--- config.mk ---
export PLATFORM = sky130hd
export DESIGN_NAME = hex_guess_solver
export DESIGN_NICKNAME = d
export VERILOG_FILES = /design/src/rtl/hex_guess_solver.sv
export SDC_FILE = /design/constraint.sdc
export NUM_CORES = 1
export LEC_CHECK = 0
export BUFFER_PORTS_ARGS = -buffer_cell sky130_fd_sc_hd__buf_2
export CORE_ASPECT_RATIO = 0.5
export CORE_MARGIN = 5
export CORE_UTILIZATION = 59
export DETAILED_ROUTE_END_ITERATION = 7
export PLACE_DENSITY = 0.82
export SKIP_CTS_REPAIR_TIMING = 1
export SLEW_MARGIN = 15
export SYNTH_ARGS = -nofsm -noshare
export SYNTH_HDL_FRONTEND = slang
export SYNTH_SLANG_ARGS = --single-unit
export TNS_END_PERCENT = 20
--- constraint.sdc ---
create_clock -name clk -period 6.8 [get_ports clk]
set_clock_uncertainty 0.1 [all_clocks]
set_input_delay 1.36 -clock clk [delete_from_list [all_inputs] [get_ports clk]]
set_output_delay 1.36 -clock clk [all_outputs]
set_load 0.03 [all_outputs]
--- src/rtl/hex_guess_solver.sv ---
// Automatic codebreaker for the 4-digit hex guessing game.
// Finds a filler digit absent from the secret, solves each digit position in turn, then confirms.
module hex_guess_solver #(
    parameter int MAX_GUESSES = 72
) (
    input  logic        clk,
    input  logic        rst_n,
    input  logic        start,
    output logic [15:0] guess,
    output logic        guess_valid,
    input  logic        fb_valid,
    input  logic [3:0]  fb_correct,
    input  logic [3:0]  fb_wrong,
    output logic        busy,
    output logic        done,
    output logic        fail,
    output logic [15:0] solution,
    output logic [6:0]  guess_count
);

    typedef enum logic [2:0] {
        S_IDLE,
        S_FILL,
        S_POS,
        S_FINAL,
        S_DONE,
        S_FAIL
    } state_t;

    localparam logic [6:0] MAX_CNT = 7'(MAX_GUESSES);

    state_t      state_reg, state_next;
    logic [3:0]  v_reg, v_next;
    logic [1:0]  p_reg, p_next;
    logic [3:0]  f_reg, f_next;
    logic [15:0] absent_reg, absent_next;
    logic [15:0] solution_reg, solution_next;
    logic [6:0]  count_reg, count_next;
    logic [15:0] guess_reg, guess_next;
    logic        valid_reg, valid_next;

    logic        hs;
    logic [6:0]  count_inc;
    logic [15:0] pos_guess;

    assign hs        = valid_reg && fb_valid;
    assign count_inc = (count_reg == 7'd127) ? count_reg : count_reg + 7'd1;

    // Probe guess: filler everywhere except the candidate value at the position being solved.
    generate
        for (genvar gi = 0; gi < 4; gi++) begin : g_pos_digit
            assign pos_guess[4*gi +: 4] = (p_reg == 2'(gi)) ? v_reg : f_reg;
        end
    endgenerate

    always_ff @(posedge clk or negedge rst_n) begin
        if (!rst_n) begin
            state_reg    <= S_IDLE;
            v_reg        <= 4'd0;
            p_reg        <= 2'd0;
            f_reg        <= 4'd0;
            absent_reg   <= 16'd0;
            solution_reg <= 16'd0;
            count_reg    <= 7'd0;
            guess_reg    <= 16'd0;
            valid_reg    <= 1'b0;
        end else begin
            state_reg    <= state_next;
            v_reg        <= v_next;
            p_reg        <= p_next;
            f_reg        <= f_next;
            absent_reg   <= absent_next;
            solution_reg <= solution_next;
            count_reg    <= count_next;
            guess_reg    <= guess_next;
            valid_reg    <= valid_next;
        end
    end

    // A guessing state alternates between a prepare cycle (valid low) and a present phase (valid high).
    always_comb begin
        state_next    = state_reg;
        v_next        = v_reg;
        p_next        = p_reg;
        f_next        = f_reg;
        absent_next   = absent_reg;
        solution_next = solution_reg;
        count_next    = count_reg;
        guess_next    = guess_reg;
        valid_next    = valid_reg;

        case (state_reg)
            S_IDLE, S_DONE, S_FAIL: begin
                valid_next = 1'b0;
                if (start) begin
                    state_next    = S_FILL;
                    v_next        = 4'd0;
                    p_next        = 2'd0;
                    f_next        = 4'd0;
                    absent_next   = 16'd0;
                    solution_next = 16'd0;
                    count_next    = 7'd0;
                end
            end

            S_FILL: begin
                if (!valid_reg) begin
                    guess_next = {4{v_reg}};
                    valid_next = 1'b1;
                end else if (hs) begin
                    valid_next = 1'b0;
                    count_next = count_inc;
                    if (fb_correct == 4'd0) begin
                        f_next              = v_reg;
                        absent_next[v_reg]  = 1'b1;
                        v_next              = 4'd0;
                        state_next          = S_POS;
                    end else if (v_reg == 4'hF) begin
                        state_next = S_FAIL;
                    end else begin
                        v_next = v_reg + 4'd1;
                    end
                end
            end

            S_POS: begin
                if (!valid_reg) begin
                    if (absent_reg[v_reg] || v_reg == f_reg) begin
                        if (v_reg == 4'hF) state_next = S_FAIL;
                        else               v_next     = v_reg + 4'd1;
                    end else begin
                        guess_next = pos_guess;
                        valid_next = 1'b1;
                    end
                end else if (hs) begin
                    valid_next = 1'b0;
                    count_next = count_inc;
                    if (fb_correct == 4'd1) begin
                        solution_next[4*p_reg +: 4] = v_reg;
                        if (p_reg == 2'd3) begin
                            state_next = S_FINAL;
                        end else begin
                            p_next = p_reg + 2'd1;
                            v_next = 4'd0;
                        end
                    end else if (fb_correct == 4'd0) begin
                        // Digit 0 never shows up as wrong-place, so its absence cannot be inferred.
                        if (fb_wrong == 4'd0 && v_reg != 4'd0)
                            absent_next[v_reg] = 1'b1;
                        if (v_reg == 4'hF) state_next = S_FAIL;
                        else               v_next     = v_reg + 4'd1;
                    end else begin
                        state_next = S_FAIL;
                    end
                end
            end

            S_FINAL: begin
                if (!valid_reg) begin
                    guess_next = solution_reg;
                    valid_next = 1'b1;
                end else if (hs) begin
                    valid_next = 1'b0;
                    count_next = count_inc;
                    state_next = (fb_correct == 4'd4) ? S_DONE : S_FAIL;
                end
            end

            default: begin
                state_next = S_IDLE;
                valid_next = 1'b0;
            end
        endcase

        if (hs && count_inc == MAX_CNT && state_next != S_DONE)
            state_next = S_FAIL;
    end

    always_comb begin
        busy        = (state_reg == S_FILL) || (state_reg == S_POS) || (state_reg == S_FINAL);
        done        = (state_reg == S_DONE);
        fail        = (state_reg == S_FAIL);
        guess       = guess_reg;
        guess_valid = valid_reg;
        solution    = solution_reg;
        guess_count = count_reg;
    end

endmodule

# After elaboration in Yosys (flattened, before gate mapping)
# Index checks and enable logic that the tools add are counted.
[totals]
reg_bits = 69
inputBits = 12
out_inout_bits = 43
wordCells = 158
[op_classes]
add_sub_neg = 4
order_cmp = 2
n_eq_ne = 36
shift = 2
muxes = 76
bitwise_logic = 1
reduce_logical = 28
[op_table]
columns = ["operator", "n"]
rows = [
  ["$mux W16", 16],
  ["$pmux W16 S3", 2],
  ["$mux W4", 18],
  ["$mux W3", 14],
  ["$neg A4 Y34", 1],
  ["$shift A4 B34 Y16 const A", 1],
  ["$shiftx A4 B34 Y16", 1],
  ["$pmux W16 S2", 1],
  ["$ne A2 B2 Y1 const B", 15],
  ["$mux W7", 4],
  ["$bwmux W16", 1],
  ["$or A16 B16 Y16", 1],
  ["$reduce_and A5 Y1", 3],
  ["$eq A7 B7 Y1 const B", 2],
  ["$pmux W7 S2", 1],
  ["$pmux W3 S4", 1],
  ["$pmux W4 S3", 1],
  ["$mux W2", 5],
  ["$reduce_and A10 Y1", 1],
  ["$ne A3 B3 Y1 const B", 3],
  ["$logic_not A4 Y1", 2],
  ["$ne A4 B4 Y1 const B", 2],
  ["$pmux W4 S2", 1],
  ["$reduce_and A8 Y1", 1],
  ["31 further kinds", 51],
]

# Longest topological paths before layout
# Gate-level depths: netlist (run 1).
[depth]
word_depth = 11
depth_mapped = 8
mapped_depth_nobuf = 7

# Worst setup path after synthesis (run 1)
# No wires, ideal clock.
[synth_timing]
path_type = "input to register"
from = "input port fb_correct[2]"
to = "register absent_reg[12]"
setup_time_ps = 72
t_arrival_ps = 2970
t_required_ps = 6628
setup_slack_ps = 3657
path_stages = 7
n_path_buf = 1
path_cell_list = "or3_1 or3_1 clkbuf_1 o311ai_1 and3_1 a31oi_1 nor2_1"
[synth_via]
elab_chain_len = 3
elab_cells_between_ends = 6
cone_classes = "eq/ne (4); reduce/logical (2)"
[synth_lines]
columns = ["item", "line", "source"]
rows = [
  ["from (decl)", "12", "input logic [3:0] fb_correct,"],
  ["$eq A4 B1 Y1 / $logic_not A4 Y1 (equally long branches)", "138, 113, 146", ""],
  ["$ne A2 B2 Y1 (no line)", "-", ""],
  ["$reduce_and A10 Y1 (no line) *", "-", ""],
  ["to (signal assigned)", "72", "absent_reg <= absent_next;"],
  ["to (decl)", "36", "logic [15:0] absent_reg, absent_next;"],
]
# Every way passes the cells marked *; elsewhere a longest branch is shown, timed or not.
# A chain may end at the register's enable or synchronous reset.

# Worst setup path in the final report (run 1)
[layout_timing]
from = "register state_reg[1]"
to = "output port busy"
[layout_via]
elab_chain_len = 3
elab_cells_between_ends = 5
cone_classes = "eq/ne (3); reduce/logical (2)"
[layout_lines]
columns = ["item", "line", "source"]
rows = [
  ["from (decl)", "32", "state_t state_reg, state_next;"],
  ["from (signal assigned)", "68", "state_reg <= state_next;"],
  ["$eq A3 B1 Y1 / $eq A3 B2 Y1 (equally long branches)", "180", "busy = (state_reg == S_FILL) || (state_reg == S_POS) || (state_reg == S_FINAL);"],
  ["$logic_or A1 B1 Y1", "180", ""],
  ["$logic_or A1 B1 Y1 *", "180", ""],
  ["to (decl)", "14", "output logic busy,"],
]
# Marked as above.

==> results_dict.tcl, run 1 <==
set metrics [dict create \
    status "completed" \
    endpoint_kind "output pin" \
    async_flop_share 1.000 \
    clk_path_buf_depth 2 \
    design_power_total_uw 1989 \
    drive_gt1_frac 0.2016 \
    cp-start-kind "register" \
    rsz0062_at_grt "false" \
    min_path_cells 2 \
    io_buffers 54 \
    yosysWarnings 0 \
    die_area_um2 8596 \
    clkLatencyLatePin_ns 0.33 \
    synth_cell_type_count 55 \
    cts_buffers 9 \
    syn_to_final_growth_pct 15.01 \
    postPlaceCellArea_um2 4287 \
    clkSlewWorstSetupHoldPaths_ns 0.05 \
    overflow 0 \
    first_iter_violations 372 \
    finalCriticalPeriod_ns 3.351 \
    place_hpwl_mm 6.630 \
    fp-row-count 21 \
    synth-seq-cells 69 \
    tritoncts "done" \
    die_h_um 68.11 \
    yosysSeqAreaShare 0.4334 \
    globalRouteTotalUtil 0.2411 \
    finalHoldViolations 0 \
    routed_via_density 6.142 \
    cts_root_buf "clkbuf_16" \
    powerDensity_nw_per_um2 434.1 \
    max_freq_ghz 0.2984 \
    relSlewSlack 0.3689 \
    start_util 0.6017 \
    drc 0 \
    antenna_found_initial 0 \
    layout_commonest_cell "dfrtp_1" \
    cp_max_fo 22 \
    setup_tns_ns 0 \
    grt_pass1_vias 3253 \
    via_count 3550 \
    critical_path_class "register to output pin" \
    min_period_over_period 0.4928 \
    grt_first_pass_wirelength_mm 16.27 \
    die_x_um 126.2 \
    tightest_slew_ns 0.9467 \
    maxCapViolations 0 \
    antenna_left 0 \
    syn_area_um2 3984 \
    diodes 0 \
    avgSynthCellArea_um2 9.075 \
    nets 502 \
    first_pass_iters 5 \
    slew_viol_final 0 \
    regArea_um2 1727 \
    hp-class "register to register" \
    grt_max_degree 70 \
    slowest_stage "dfrtp_1" \
    setup_violations 0 \
    layout_common_cells "dfrtp_1 (69), buf_2 (54), nand2_1 (51)" \
    multi_input_area_um2 2077 \
    clock_sinks 69 \
    reg2reg_depth 6 \
    worstPathRequired_ns 5.34 \
    cp_data_arrival_time_ns 1.89 \
    synth-main-ff-cell "dfrtp_1" \
    core_area_um2 6621 \
    cts_htree_levels 3 \
    gp_congestion 0.9155 \
    fill_cells 531 \
    postSynthCellCount 439 \
    peakVddDrop_uv 202.0 \
    critical_path.cell_chain "o21bai_1 > inv_1 > buf_2" \
    io_pins 55 \
    drt-total-wl_mm 9.784 \
    synth_edf_count 0 \
    p_leak_uw 0.002149 \
    post-route-cell-area_um2 4582 \
    critical_path.max_stage_delay_ns 0.63 \
    wl_per_cell_um 16.93 \
    synth_nets 460 \
]
==> cells in the mapped netlist (all sizes together) (2+ instances only) <==
library cell  instances  area share
dfrtp                69        0.43
nand2                51       0.048
nor2                 45       0.042
o21ai                44       0.055
a21oi                21       0.026
clkbuf               21       0.020
inv                  20       0.019
mux2                 18       0.060
a22oi                16       0.030
a22o                 12       0.026
and3                 11       0.018
nor3                 11       0.014
a31oi                 9       0.018
ha                    9       0.028
mux2i                 8       0.020
nand3                 7      0.0088
o41ai                 6       0.013
buf                   5      0.0079
xor2                  5       0.011
and2                  4      0.0063
o22ai                 4      0.0063
or2                   4      0.0063
a211oi                3      0.0057
nand2b                3      0.0047
nor2b                 3      0.0047
nor4                  3      0.0047
or3                   3      0.0047
a21o                  2      0.0038
a41oi                 2      0.0044
mux4                  2       0.011
nor3b                 2      0.0038
==> report_power, final <==
part | switching [uW] | total [uW] | leakage [uW] | internal [uW]
combinational | 491 | 812 | 0.00110 | 321
clock | 171 | 465 | 0.000136 | 294
sequential | 185 | 712 | 0.000914 | 527
total | 847 | 1990 | 0.00215 | 1140
==> stage by stage <==
stage          utilization  hold WS, ns  worst slack [ns]  instances
3_3_place_gp        0.6474       0.3741             3.390        562
4_1_cts             0.6920       0.3955             3.483        578
3_5_place_dp        0.6474       0.3865             3.321        562
2_1_floorplan            -       0.3571             3.657        439
6_report            0.6920       0.3931             3.449        578
5_1_grt             0.6920       0.4100             3.192        578
==> cell type report <==
type                    count  share of cell area
clock buffers              13             0.05462
clock inverters             3            0.009831
inverters                  20             0.01638
multi-input cells         324              0.4533
flip-flops and latches     69              0.3768
well taps                  92             0.02512
repair buffers             57             0.06390
==> worst max-delay path: cells and delay by family, from the launching register on <==
family / cells / cell delay, ns
AOI/OAI and AO/OA: 1 / 0.57
DFF: 1 / 0.63
buffers and inverters: 2 / 0.36
==> final timing paths <==
path	startpoint	end	slack, ns
min in group asynchronous	rst_n	guess_count[3]$_DFFE_PN0P_	1.12
setup / recovery	state_reg[1]$_DFF_PN0_	busy	3.45
setup reg to reg	state_reg[1]$_DFF_PN0_	solution[8]$_DFFE_PN0P_	3.50
hold reg to reg	absent_reg[13]$_DFFE_PN0P_	absent_reg[13]$_DFFE_PN0P_	0.39
max in group asynchronous	rst_n	solution[6]$_DFFE_PN0P_	4.90
hold / removal	absent_reg[13]$_DFFE_PN0P_	absent_reg[13]$_DFFE_PN0P_	0.39
==> layer usage <==
| layer | GRT usage | share of wire | up-vias | routed length (um) |
|---|---|---|---|---|
| met2 | 0.3664 | 0.44 | 177 | 4333 |
| met5 | 0 | 0 | - | 0 |
| li1 | - | - | 1669 | - |
| met3 | 0.07327 | 0.089 | 14 | 871 |
| met1 | 0.3320 | 0.46 | 1690 | 4459 |
| met4 | 0.08556 | 0.012 | 0 | 119 |
==> kinds of logic after synthesis <==
kind of cell,Yosys count,share of synthesized area
compound gates,129,0.2114
xor+xnor,6,0.01319
fa+ha+maj,9,0.02827
buf+inv,46,0.04648
flops,69,0.4334
mux,28,0.09171
simple gates,152,0.1756
Power figures use the tool's default switching activity.
==> run 2, diff against run 1 <==
--- a/config.mk
+++ b/config.mk
@@ -8,9 +8,9 @@
 export BUFFER_PORTS_ARGS = -buffer_cell sky130_fd_sc_hd__buf_2
 export CORE_ASPECT_RATIO = 0.5
 export CORE_MARGIN = 5
-export CORE_UTILIZATION = 59
+export CORE_UTILIZATION = 58
 export DETAILED_ROUTE_END_ITERATION = 7
-export PLACE_DENSITY = 0.82
+export PLACE_DENSITY = 0.8
 export SKIP_CTS_REPAIR_TIMING = 1
 export SLEW_MARGIN = 15
 export SYNTH_ARGS = -nofsm -noshare
==> constraint.sdc (replaced) <==
create_clock -name clk -period 3.5 [get_ports clk]
set_clock_uncertainty 0.1 [all_clocks]
set_input_delay 0.7 -clock clk [delete_from_list [all_inputs] [get_ports clk]]
set_output_delay 0.7 -clock clk [all_outputs]
set_load 0.03 [all_outputs]
==> run 2 against run 1 <==
- via count is 0.59% higher
- sequential cell count stayed put
- worst setup slack worse by 2.9 ns
- routed wire length is 3.6% higher
- first-iteration DRC count is 8.3% lower
- critical path depth is 3 higher
- critical endpoint is now guess[1]$_DFFE_PN0P_
- largest power group unchanged
- highest routed layer unchanged
==> results_dict.tcl, run 2 (same netlist as run 1, synthesis figures left out) <==
set metrics [dict create \
    status "completed" \
    maxCapViolations 0 \
    grt_max_degree 70 \
    globalRouteTotalUtil 0.2458 \
    max_freq_ghz 0.3407 \
    cp_max_fo 24 \
    tightest_slew_ns 0.9262 \
    nets 505 \
    cp_data_arrival_time_ns 3.05 \
    clock_sinks 69 \
    clk_path_buf_depth 2 \
    layout_commonest_cell "dfrtp_1" \
    antenna_left 0 \
    routed_via_density 6.157 \
    drt-total-wl_mm 10.13 \
    grt_pass1_vias 3390 \
    peakVddDrop_uv 373.7 \
    cts_htree_levels 3 \
    cts_buffers 9 \
    fp-row-count 21 \
    critical_path_class "register to register" \
    finalCriticalPeriod_ns 2.935 \
    design_power_total_uw 3821 \
    cts_root_buf "clkbuf_16" \
    overflow 0 \
    p_leak_uw 0.002162 \
    clkSlewWorstSetupHoldPaths_ns 0.06 \
    relSlewSlack 0.3825 \
    first_pass_iters 5 \
    hp-class "register to register" \
    drc 0 \
    finalHoldViolations 0 \
    clkLatencyLatePin_ns 0.34 \
    core_area_um2 6674 \
    powerDensity_nw_per_um2 835.1 \
    worstPathRequired_ns 3.62 \
    layout_common_cells "dfrtp_1 (69), buf_2 (54), nand2_1 (51)" \
    drive_gt1_frac 0.2111 \
    cp-start-kind "register" \
    setup_violations 0 \
    antenna_found_initial 0 \
    die_x_um 127.2 \
    first_iter_violations 341 \
    place_hpwl_mm 6.820 \
    tritoncts "done" \
    die_area_um2 8727 \
    via_count 3571 \
    io_pins 55 \
    io_buffers 54 \
    wl_per_cell_um 17.47 \
    diodes 0 \
    min_period_over_period 0.8387 \
    gp_congestion 0.9138 \
    start_util 0.5969 \
    die_h_um 68.61 \
    grt_first_pass_wirelength_mm 16.81 \
    rsz0062_at_grt "false" \
    setup_tns_ns 0 \
    syn_to_final_growth_pct 14.86 \
    slew_viol_final 0 \
    endpoint_kind "register" \
]
==> run 2: changes by cell type in the layout (fill, tap and decap cells not counted), sizes merged <==
cell / delta
clkbuf: -3
clkinv: +4
buf: +3
bufinv: -1
clkinvlp: -1
==> run 2: per-stage QoR <==
stage	instances	hold slack, ns	util	cell area (um2)	setup WS (ns)
after global routing	580	0.4141	0.6856	4576	0.4380
after global placement	565	0.3777	0.6457	4309	0.6770
after floorplan	439	0.3044	-	3984	1.017
after CTS	580	0.3946	0.6856	4576	0.6031
final	580	0.4014	0.6856	4576	0.5645
after detailed placement	565	0.3825	0.6457	4309	0.6363
==> run 2: worst max-delay path: stages, from the launching register on <==
cell and delay, ns:
dfrtp_1 0.95, nor2b_1 0.48, a31oi_1 0.18, and3_2 0.27, a31oi_4 0.14, buf_4 0.31
mux2_2 0.38
==> run 2: cell type report <==
cell class | count | area [um2]
fillers | 547 | 2098
multi-input cells | 324 | 2077
flip-flops and latches | 69 | 1727
repair buffers | 60 | 315.3
clock buffers | 10 | 239.0
well taps | 92 | 115.1
inverters | 20 | 75.07
clock inverters | 5 | 27.53
==> run 2: path summary, 6_finish.rpt <==
path / from / endpoint / slack [ns] / cells after the start
min in group asynchronous: rst_n / guess_count[3]$_DFFE_PN0P_ / 0.43 / 2
setup reg to reg: v_reg[2]$_DFFE_PN0P_ / guess[1]$_DFFE_PN0P_ / 0.56 / 6
hold reg to reg: absent_reg[1]$_DFFE_PN0P_ / absent_reg[1]$_DFFE_PN0P_ / 0.40 / 2
hold / removal: absent_reg[1]$_DFFE_PN0P_ / absent_reg[1]$_DFFE_PN0P_ / 0.40 / 2
setup / recovery: v_reg[2]$_DFFE_PN0P_ / guess[1]$_DFFE_PN0P_ / 0.56 / 6
max in group asynchronous: rst_n / guess[8]$_DFFE_PN0P_ / 2.27 / 2
==> run 2: layer usage <==
layer	global-route usage	share of wire
met4	0.06684	0.013
met3	0.06923	0.085
met1	0.3311	0.45
met5	0	0
met2	0.3974	0.45
==> run 2: where the power goes <==
group          internal, uW  total, uW  switching (uW)
Sequential             1020       1410             382
Combinational           632       1600             964
Clock                   489        819             331
